<file path="src/rtl/ghostbus_host_bridge.sv">
// Byte-stream command parser and ghostbus master: turns host write/read
// commands into single-cycle ghostbus strobes and streams the response bytes back.
module ghostbus_host_bridge #(
   parameter int AW       = 24,
   parameter int DW       = 32,
   parameter int RD_DELAY = 2
) (
   input  logic          clk,
   input  logic          rst,
   input  logic [7:0]    rx_data,
   input  logic          rx_valid,
   output logic          rx_ready,
   output logic [7:0]    tx_data,
   output logic          tx_valid,
   input  logic          tx_ready,
   output logic [AW-1:0] gb_addr,
   output logic [DW-1:0] gb_dout,
   input  logic [DW-1:0] gb_din,
   output logic          gb_we,
   output logic          gb_re,
   output logic          busy
);

   localparam int AB = (AW + 7) / 8;
   localparam int DB = (DW + 7) / 8;
   localparam int RW = DB * 8;
   localparam logic [3:0] AB_LAST = 4'(AB - 1);
   localparam logic [3:0] DB_LAST = 4'(DB - 1);
   localparam logic [3:0] RD_LAST = 4'(RD_DELAY);

   localparam logic [7:0] OP_WR = 8'h57;
   localparam logic [7:0] OP_RD = 8'h52;
   localparam logic [7:0] ACK   = 8'h06;
   localparam logic [7:0] NAK   = 8'h15;

   // The byte counter is 4 bits, so field lengths and read latency must fit it.
   generate
      if (AB > 15 || DB > 15 || RD_DELAY < 1 || RD_DELAY > 15) begin : g_bad_cfg
         $error("ghostbus_host_bridge: AB/DB must be <= 15 and RD_DELAY in 1..15");
      end
   endgenerate

   typedef enum logic [3:0] {
      S_IDLE, S_ADDR, S_WDATA, S_BUS_WR, S_BUS_RD, S_RD_WAIT, S_TX_DATA, S_TX_ACK, S_TX_NAK
   } state_t;

   state_t          state, state_next;
   logic [3:0]      cnt;
   logic            is_wr;
   logic [AW-1:0]   addr_q;
   logic [DW-1:0]   data_q;
   logic [RW-1:0]   rd_q;

   // NOTE: state registers use non-blocking assignments so every flop samples pre-edge values.
   always_ff @(posedge clk or posedge rst) begin
      if (rst) state <= S_IDLE;
      else     state <= state_next;
   end

   // NOTE: every output gets a default before the case so no path infers a latch.
   always_comb begin
      state_next = state;
      rx_ready   = 1'b0;
      tx_valid   = 1'b0;
      tx_data    = 8'h00;
      gb_we      = 1'b0;
      gb_re      = 1'b0;
      case (state)
         S_IDLE: begin
            rx_ready = 1'b1;
            if (rx_valid)
               state_next = (rx_data == OP_WR || rx_data == OP_RD) ? S_ADDR : S_TX_NAK;
         end
         S_ADDR: begin
            rx_ready = 1'b1;
            if (rx_valid && cnt == AB_LAST) state_next = is_wr ? S_WDATA : S_BUS_RD;
         end
         S_WDATA: begin
            rx_ready = 1'b1;
            if (rx_valid && cnt == DB_LAST) state_next = S_BUS_WR;
         end
         S_BUS_WR: begin
            gb_we      = 1'b1;
            state_next = S_TX_ACK;
         end
         S_BUS_RD: begin
            gb_re      = 1'b1;
            state_next = S_RD_WAIT;
         end
         S_RD_WAIT: begin
            if (cnt == RD_LAST) state_next = S_TX_DATA;
         end
         S_TX_DATA: begin
            tx_valid = 1'b1;
            tx_data  = rd_q[RW-1 -: 8];
            if (tx_ready && cnt == DB_LAST) state_next = S_IDLE;
         end
         S_TX_ACK: begin
            tx_valid = 1'b1;
            tx_data  = ACK;
            if (tx_ready) state_next = S_IDLE;
         end
         S_TX_NAK: begin
            tx_valid = 1'b1;
            tx_data  = NAK;
            if (tx_ready) state_next = S_IDLE;
         end
         default: state_next = S_IDLE;
      endcase
   end

   // Datapath: shift registers and the shared byte / latency counter.
   // NOTE: these registers are small and host-visible, so all of them are reset.
   always_ff @(posedge clk or posedge rst) begin
      if (rst) begin
         cnt    <= '0;
         is_wr  <= 1'b0;
         addr_q <= '0;
         data_q <= '0;
         rd_q   <= '0;
      end else begin
         case (state)
            S_IDLE: if (rx_valid) begin
               is_wr <= (rx_data == OP_WR);
               cnt   <= '0;
            end
            S_ADDR: if (rx_valid) begin
               addr_q <= AW'({addr_q, rx_data});
               cnt    <= (cnt == AB_LAST) ? 4'd0 : cnt + 4'd1;
            end
            S_WDATA: if (rx_valid) begin
               data_q <= DW'({data_q, rx_data});
               cnt    <= (cnt == DB_LAST) ? 4'd0 : cnt + 4'd1;
            end
            // cnt counts cycles since the read strobe; capture lands on cycle T+RD_DELAY.
            S_BUS_RD: cnt <= 4'd1;
            S_RD_WAIT: begin
               if (cnt == RD_LAST) begin
                  rd_q <= RW'(gb_din);
                  cnt  <= '0;
               end else begin
                  cnt <= cnt + 4'd1;
               end
            end
            S_TX_DATA: if (tx_ready) begin
               rd_q <= rd_q << 8;
               cnt  <= (cnt == DB_LAST) ? 4'd0 : cnt + 4'd1;
            end
            default: ;
         endcase
      end
   end

   assign gb_addr = addr_q;
   assign gb_dout = data_q;
   assign busy    = (state != S_IDLE);

endmodule

</file>
<file path="config.mk">
export PLATFORM = sky130hd
export DESIGN_NAME = ghostbus_host_bridge
export DESIGN_NICKNAME = d
export VERILOG_FILES = /design/src/rtl/ghostbus_host_bridge.sv
export SDC_FILE = /design/constraint.sdc
export NUM_CORES = 1
export LEC_CHECK = 0
export CAP_MARGIN = 20
export CORE_MARGIN = 2
export CORE_UTILIZATION = 44
export CTS_CLUSTER_SIZE = 28
export DETAILED_ROUTE_END_ITERATION = 16
export GPL_ROUTABILITY_DRIVEN = 0
export MAX_ROUTING_LAYER = met4
export PLACE_DENSITY = 0.76
export SLEW_MARGIN = 10
export SYNTH_ARGS = -nofsm -noshare
export SYNTH_HDL_FRONTEND = slang
export SYNTH_SLANG_ARGS = --single-unit
</file>
<file path="constraint.sdc">
create_clock -name clk -period 2.9 [get_ports clk]
set_clock_uncertainty 0.15 [all_clocks]
set_input_delay 0.29 -clock clk [delete_from_list [all_inputs] [get_ports clk]]
set_output_delay 0.29 -clock clk [all_outputs]
set_load 0.05 [all_outputs]
</file>
==> results.py <==
metrics = {
    "power_and_ir_drop": {
        "pwr-share-comb_pct": 43.0,
        "clkPwrFrac_pct": 15.7,
        "p_seq_share_pct": 41.4,
        "p_int_mw": 2.96,
        "switchingPower_mw": 1.98,
        "power_density_nw_per_um2": 838,
        "ir_worst_vdd_uv": 653,
        "leakage_nw": 2.71,
        "p_sw_share_pct": 40.1,
    },
    "die": {
        "die_x_um": 105,
        "io_pins": 113,
        "dieArea_um2": 11000,
        "rows": 36,
        "fp.coreArea_um2": 9820,
        "die_h_um": 105,
        "initial_core_util_pct": 45.7,
    },
    "layout": {
        "stdcell_count": 581,
        "fin_nets": 489,
        "syn_to_final_growth_pct": 31.4,
        "post-route-util_pct": 60.0,
        "n_antenna_cell": 0,
        "regArea_um2": 2430,
        "n_fill_cell": 811,
        "final_common_cell": "clkdlybuf4s50_1",
        "layout_common_cells": "clkdlybuf4s50_1 (104), dfrtp_1 (96), mux2_2 (68), mux2_1 (45), and2_1 (14)",
        "multiInputGateArea_um2": 1910,
        "post_route_cells_drive_above_1_share_pct": 22.3,
    },
    "worst_setup_path": {
        "rr_worst_depth": 3,
        "slowest_stage": "clkdlybuf4s50_1",
        "crit_fanout": 17,
        "endpoint": "tx_data[1]",
        "worstSetupStartpoint": "state[1]",
        "ff2ff_setup_slack_ns": 0.54,
        "worstSetupPathType": "flop to primary output",
        "start_kind": "flop",
        "r2r-start": "state[1]",
        "slowest_delay_ns": 0.82,
        "r2r_end": "gb_addr[13]",
        "crit_chain": "and3b_1, o21a_1, clkdlybuf4s50_1",
        "crit_arrival_ns": 2.29,
        "end_kind": "primary output",
        "required_ns": 2.46,
        "critPathTopFamily": "buffers and inverters",
        "crit_buf_inv": 1,
        "crit_cells": 3,
    },
    "sta": {
        "tightest_slew_ns": 0.764,
        "fmax_ghz": 0.367,
        "fin_tns_setup_ns": 0,
        "finalHoldViolCount": 0,
        "setup_viol": 0,
        "relSlewSlack_pct": 48.9,
        "rsz0062_at_grt": "no",
        "slew_viol_final": 0,
        "setup_slack_ns": 0.174,
        "finalCritPeriodShare_pct": 94.0,
        "finalCriticalPeriod_ns": 2.73,
    },
    "synth": {
        "netlist.area_leader.share_pct": 54.1,
        "synth-seq-area-share_pct": 54.1,
        "ys_types": 48,
        "synth_edf_count": 0,
        "synth_flop_cell": "dfrtp_1",
        "mappedNetlistArea_um2": 4480,
        "avgSynthCellArea_um2": 13.5,
        "yosysWarningCount": 0,
        "netlist_instances": 331,
        "syn_nets": 377,
        "synthArstFlopShare_pct": 100,
        "synth.area.top_cells": "dfrtp_1 (54%), mux2_2 (17%), mux2_1 (11%), and2_1 (2.0%), buf_2 (1.1%)",
        "yosys_register_bits": 97,
        "yosysTopAreaCell": "dfrtp_1",
    },
    "worst_hold_path": {
        "min_path_type": "primary input to async pin",
    },
    "global_routing": {
        "grt_usage_pct": 18.5,
        "grt_antenna_before_repair": 0,
        "grt_pass1_vias": 3139,
        "grt_max_degree": 52,
        "grt_pass1_wl_um": 15800,
        "gr-total-overflow": 0,
    },
    "cts": {
        "post-cts-setup-buffer-count": 0,
        "cts_resized": 0,
        "cts_tree": "built",
        "clk_pin_slew_worst_paths_ns": 0.10,
        "cts_buffers": 9,
        "clkSinkCount": 97,
        "clockBufferDepth": 2,
        "clk_latency_ns": 0.35,
        "root_buffer": "clkbuf_8",
        "htree_levels": 3,
        "hold_buffers": 0,
    },
    "run": {
        "cap_violations": 0,
    },
    "route": {
        "post_drt_wl_per_cell_um": 16.7,
        "vias": 3073,
        "drc_errors": 0,
        "drt_iter0_drc": 93,
        "drt-vias-per-instance": 5.29,
        "wl_um": 9710,
        "ant_nets": 0,
        "dr.pass1.iters": 5,
    },
    "placement": {
        "dpl.cell_count": 565,
        "port_buffers": 112,
        "pre_cts_ws_ns": 0.474,
        "dp_hpwl_um": 6960,
    },
    "run_status": {
        "status": "finished, final reports clean",
    },
}
-- logic make-up after synthesis --
family                     count (synthesis)  synth area share (%)
and+or+nand+nor                           57                  7.67
buffers and inverters                     27                  3.29
xor gates and xnor gates                   1                 0.195
muxes                                    113                  28.4
adders and majority gates                  2                 0.558
DFF                                       97                  54.1
AOI/OAI and AO/OA                         34                  5.78
-- cells in the mapped netlist, types with 2 or more instances --
master,n
a21oi_1,2
a22o_1,2
a31oi_1,3
and2_1,14
buf_2,10
buf_4,3
buf_6,3
dfrtp_1,97
ha_1,2
inv_1,9
mux2_1,45
mux2_2,68
nand2_1,8
nand2b_1,2
nand3_1,4
nand4_1,2
nor2_1,8
nor2b_1,5
nor3_1,3
o2111ai_1,2
o211ai_1,3
o21a_1,3
o21ai_0,4
o2bb2ai_1,3
o31ai_1,2
or3_1,2
-- power groups by stage --
stage	clock [mW]	combinational [mW]	sequential [mW]
floorplan	0	0.995	2.54
global route	0.863	2.25	2.11
finish	0.774	2.12	2.04
CTS	0.806	2.14	2.04
detailed placement	0	2.14	2.07
global placement	0	2.09	2.04
-- sequential cells by signal, indices dropped and copies added (netlist names) --
register  flops
gb_dout      32
rd_q         32
gb_addr      24
cnt           4
state         4
is_wr         1
-- layer usage --
layer	track usage [%]	vias to the layer above	part of all wire [%]
met1	23.3	1535	42
li1	-	1420	-
met4	4.29	0	0.41
met2	29.5	111	49
met5	-	-	0
met3	5.86	7	7.8
-- worst reg2reg max path, cell delays in order, from the launching register on --
cell and delay [ns]:
dfrtp_1 0.57, nor2_2 0.35, nand4_2 0.65, mux2_2 0.53
-- cell type report --
class | instances | share of cell area, %
sequential | 97 | 41.2
multi-input combinational | 207 | 32.4
clock inverter | 5 | 0.679
timing repair buffer | 119 | 20.0
inverter | 9 | 0.637
clock buffer | 11 | 2.23
tap | 133 | 2.82
-- metrics by stage --
stage	total power, mW	cell area (um2)	hold slack [ns]
detailed placement	4.20	5710	0.327
floorplan	3.53	4490	0.289
global placement	4.14	5710	0.316
finish	4.94	5890	0.175
CTS	4.99	5890	0.174
global route	5.22	5890	0.184
-- how the worst min path moves through the flow --
stage	start	end	slack, ns	depth (start not counted)
final	rst	rd_q[10]	0.17	2
after global routing	rst	rd_q[3]	0.18	2
after CTS	rst	rd_q[11]	0.17	2
after detailed placement	rd_q[7]	rd_q[7]	0.33	1
after global placement	rd_q[5]	rd_q[5]	0.32	1
after floorplan	rx_data[0]	is_wr	0.29	2
No activity file was read; power rests on OpenSTA's default activity.
==> RTL change, RTL diff (same flow settings) <==
The 9 states of `state_t` get a one-hot encoding in 9 bits.
--- a/src/rtl/ghostbus_host_bridge.sv
+++ b/src/rtl/ghostbus_host_bridge.sv
@@ -40,8 +40,8 @@
       end
    endgenerate
 
-   typedef enum logic [3:0] {
-      S_IDLE, S_ADDR, S_WDATA, S_BUS_WR, S_BUS_RD, S_RD_WAIT, S_TX_DATA, S_TX_ACK, S_TX_NAK
+   typedef enum logic [8:0] {
+      S_IDLE = 9'b000000001, S_ADDR = 9'b000000010, S_WDATA = 9'b000000100, S_BUS_WR = 9'b000001000, S_BUS_RD = 9'b000010000, S_RD_WAIT = 9'b000100000, S_TX_DATA = 9'b001000000, S_TX_ACK = 9'b010000000, S_TX_NAK = 9'b100000000
    } state_t;
 
    state_t          state, state_next;
Formal check against the unedited RTL: no difference found for any inputs over 10 cycles, from zero or initial values and one cycle with rst high; not proved beyond that.
==> RTL change against the unedited design <==
Setup slack worse by 37 ps; synthesized area is 6.5% higher; final area is 6.9% higher; sequential cell count is 5 higher; routed wire length is 7.4% higher; largest cell class unchanged.
Power is not compared: it rests on default switching activity, and its combinational part moved more than twofold at a synthesized area within 25%.
==> RTL change: results (changes against the unedited design) <==
outcome:
  status: "finished clean"  # unchanged
worst_setup_path:
  rrSetupSlack_ps: 380  # was 540 ps
  cp.arrival_ps: 2320  # was 2290 ps
  reg2reg_depth: 4  # was 3
  slowest_delay_ps: 550  # was 820 ps
  worstReg2RegStart: "state[7]"  # was state[1]
  r2r_end: "gb_addr[14]"  # was gb_addr[13]
  crit_slowest_cell: "dfrtp_1"  # was clkdlybuf4s50_1
  cp_max_fo: 27  # was 17
clock_network:
  htreeDepth: 3  # unchanged
  clockBufferDepth: 2  # unchanged
  cts_setup_buffers: 0  # unchanged
  numCtsBuffers: 9  # unchanged
  clk_latency_ps: 360
  path_clk_slew_ps: 110
global_route:
  grt_pass1_wl_um: 17030  # was 15,810 µm
  gr-total-overflow: 0  # unchanged
  grt_max_degree: 65  # was 52
  grt_pass1_vias: 3481  # was 3,139
  track_usage: 0.1904  # was 0.1855
  antenna_found_initial: 0  # unchanged
power_and_ir_drop:
  ir_worst_vdd_mv: 0.2815
  p_leak_nw: 3.147
routing:
  vias: 3441  # was 3,073
  drt-initial-drc-count: 149  # was 93
  drt_wl_total_um: 10430  # was 9706 µm
  first_pass_iters: 4  # was 5
final_layout:
  drive_above_1_share: 0.2008  # was 0.2232
  final_nets: 559  # was 489
  diodes: 0  # unchanged
  fill_cells: 904  # was 811
  layoutNonFillerInstCount: 658  # was 581
place:
  io_buffer_count: 112  # unchanged
  dp_hpwl_um: 7672  # was 6959 µm
  post-place-cells: 642  # was 565
timing:
  tns_ps: 0  # unchanged
  tightest_slew_ps: 553.9  # was 764.3 ps
min_path:
  hp-class: "in -> async"  # unchanged
logic_synthesis:
  syn_area_per_cell_um2: 11.85  # was 13.55 µm²
  synthXorXnorAreaFrac: 0.005500  # was 0.001953
  ys_seq_area_frac: 0.5346  # was 0.5413
  syn_nets: 449  # was 377
  synthArstFlopShare: 1.000  # unchanged
  yosysUniqueCellTypes: 57  # was 48
  ys_top_cells_by_area: "dfrtp_1 (53%), mux2_2 (9.0%), mux2_4 (6.3%), mux2i_1 (5.2%), o21ai_0 (3.9%)"  # was dfrtp_1 (54%), mux2_2 (17%), mux2_1 (11%), and2_1 (2.0%), buf_2 (1.1%)
  synth_fa_ha_area_frac: 0.005238  # was 0.005580
  netlist_top_cells_count: "dfrtp_1 (101), nand2_1 (42), mux2_2 (38)"  # was dfrtp_1 (97), mux2_2 (68), mux2_1 (45)
  synth.mux.area_fraction: 0.2072  # was 0.2838
  yosysWarnings: 0  # unchanged
  synth_compound_area_frac: 0.08486  # was 0.05776
-- RTL change: through the flow --
stage	utilization	hold slack (ps)	worst slack (ps)	area, µm²
2_1_floorplan	-	273.8	334.0	4781
3_3_place_gp	0.5682	296.8	432.2	6078
3_5_place_dp	0.5682	320.0	377.1	6078
4_1_cts	0.5874	118.6	4.171	6284
5_1_grt	0.5891	129.4	34.51	6302
6_report	0.5891	120.4	137.0	6302
-- RTL change: worst max-delay path: cells and delay by family, from the launching register on --
family / cells / cell delay, ps
AND/OR/NAND/NOR: 3 / 920
flip-flops: 1 / 550
buffers and inverters: 2 / 480
-- RTL change: worst max path at each step --
stage	startpoint	endpoint	slack, ps
final	state[2]	tx_data[5]	140
after global routing	state[2]	tx_data[5]	30
after CTS	state[6]	tx_data[2]	4
after detailed placement	state[2]	cnt[2]	380
after global placement	state[7]	gb_we	430
after floorplan	state[8]	tx_data[3]	330
-- RTL change: timing repair --
item,4_1_cts,5_1_grt
setup endpoints to repair,2,9
resized for setup,2,6
pin swaps,0,0
-- RTL change: cells by family (layout without fill, tap and decap cells) --
group	after synthesis	after routing
buffers and inverters	35	150
AO/OA/AOI/OAI	67	67
flip-flops	102	102
AND/OR/NAND/NOR	110	110
XOR/XNOR	3	3
adder cells (fa/ha/maj)	2	2
multiplexers	84	84
-- RTL change: area by class of cell --
class	count	area, µm²	area share
Multi-Input combinational cell	266	2051	0.3254
Clock inverter	6	80.08	0.01271
Clock buffer	10	127.6	0.02025
Sequential cell	102	2554	0.4052
Inverter	12	48.80	0.007743
Timing Repair Buffer	122	1266	0.2009
Tap cell	140	175.2	0.02779
-- RTL change: where the power goes --
group          leakage, nW  internal, mW  switching (mW)  total [mW]
Sequential            1.40          1.46          0.0574        1.52
Clock                0.106         0.417           0.518       0.935
Combinational         1.64         0.291           0.447       0.738
-- RTL change: routing by layer --
metal	vias to the layer above	share of wire	global-route usage
met3	17	0.033	0.04039
met5	-	0	-
met2	80	0.50	0.3028
li1	1636	-	-
met4	0	0.022	0.06868
met1	1708	0.45	0.2420
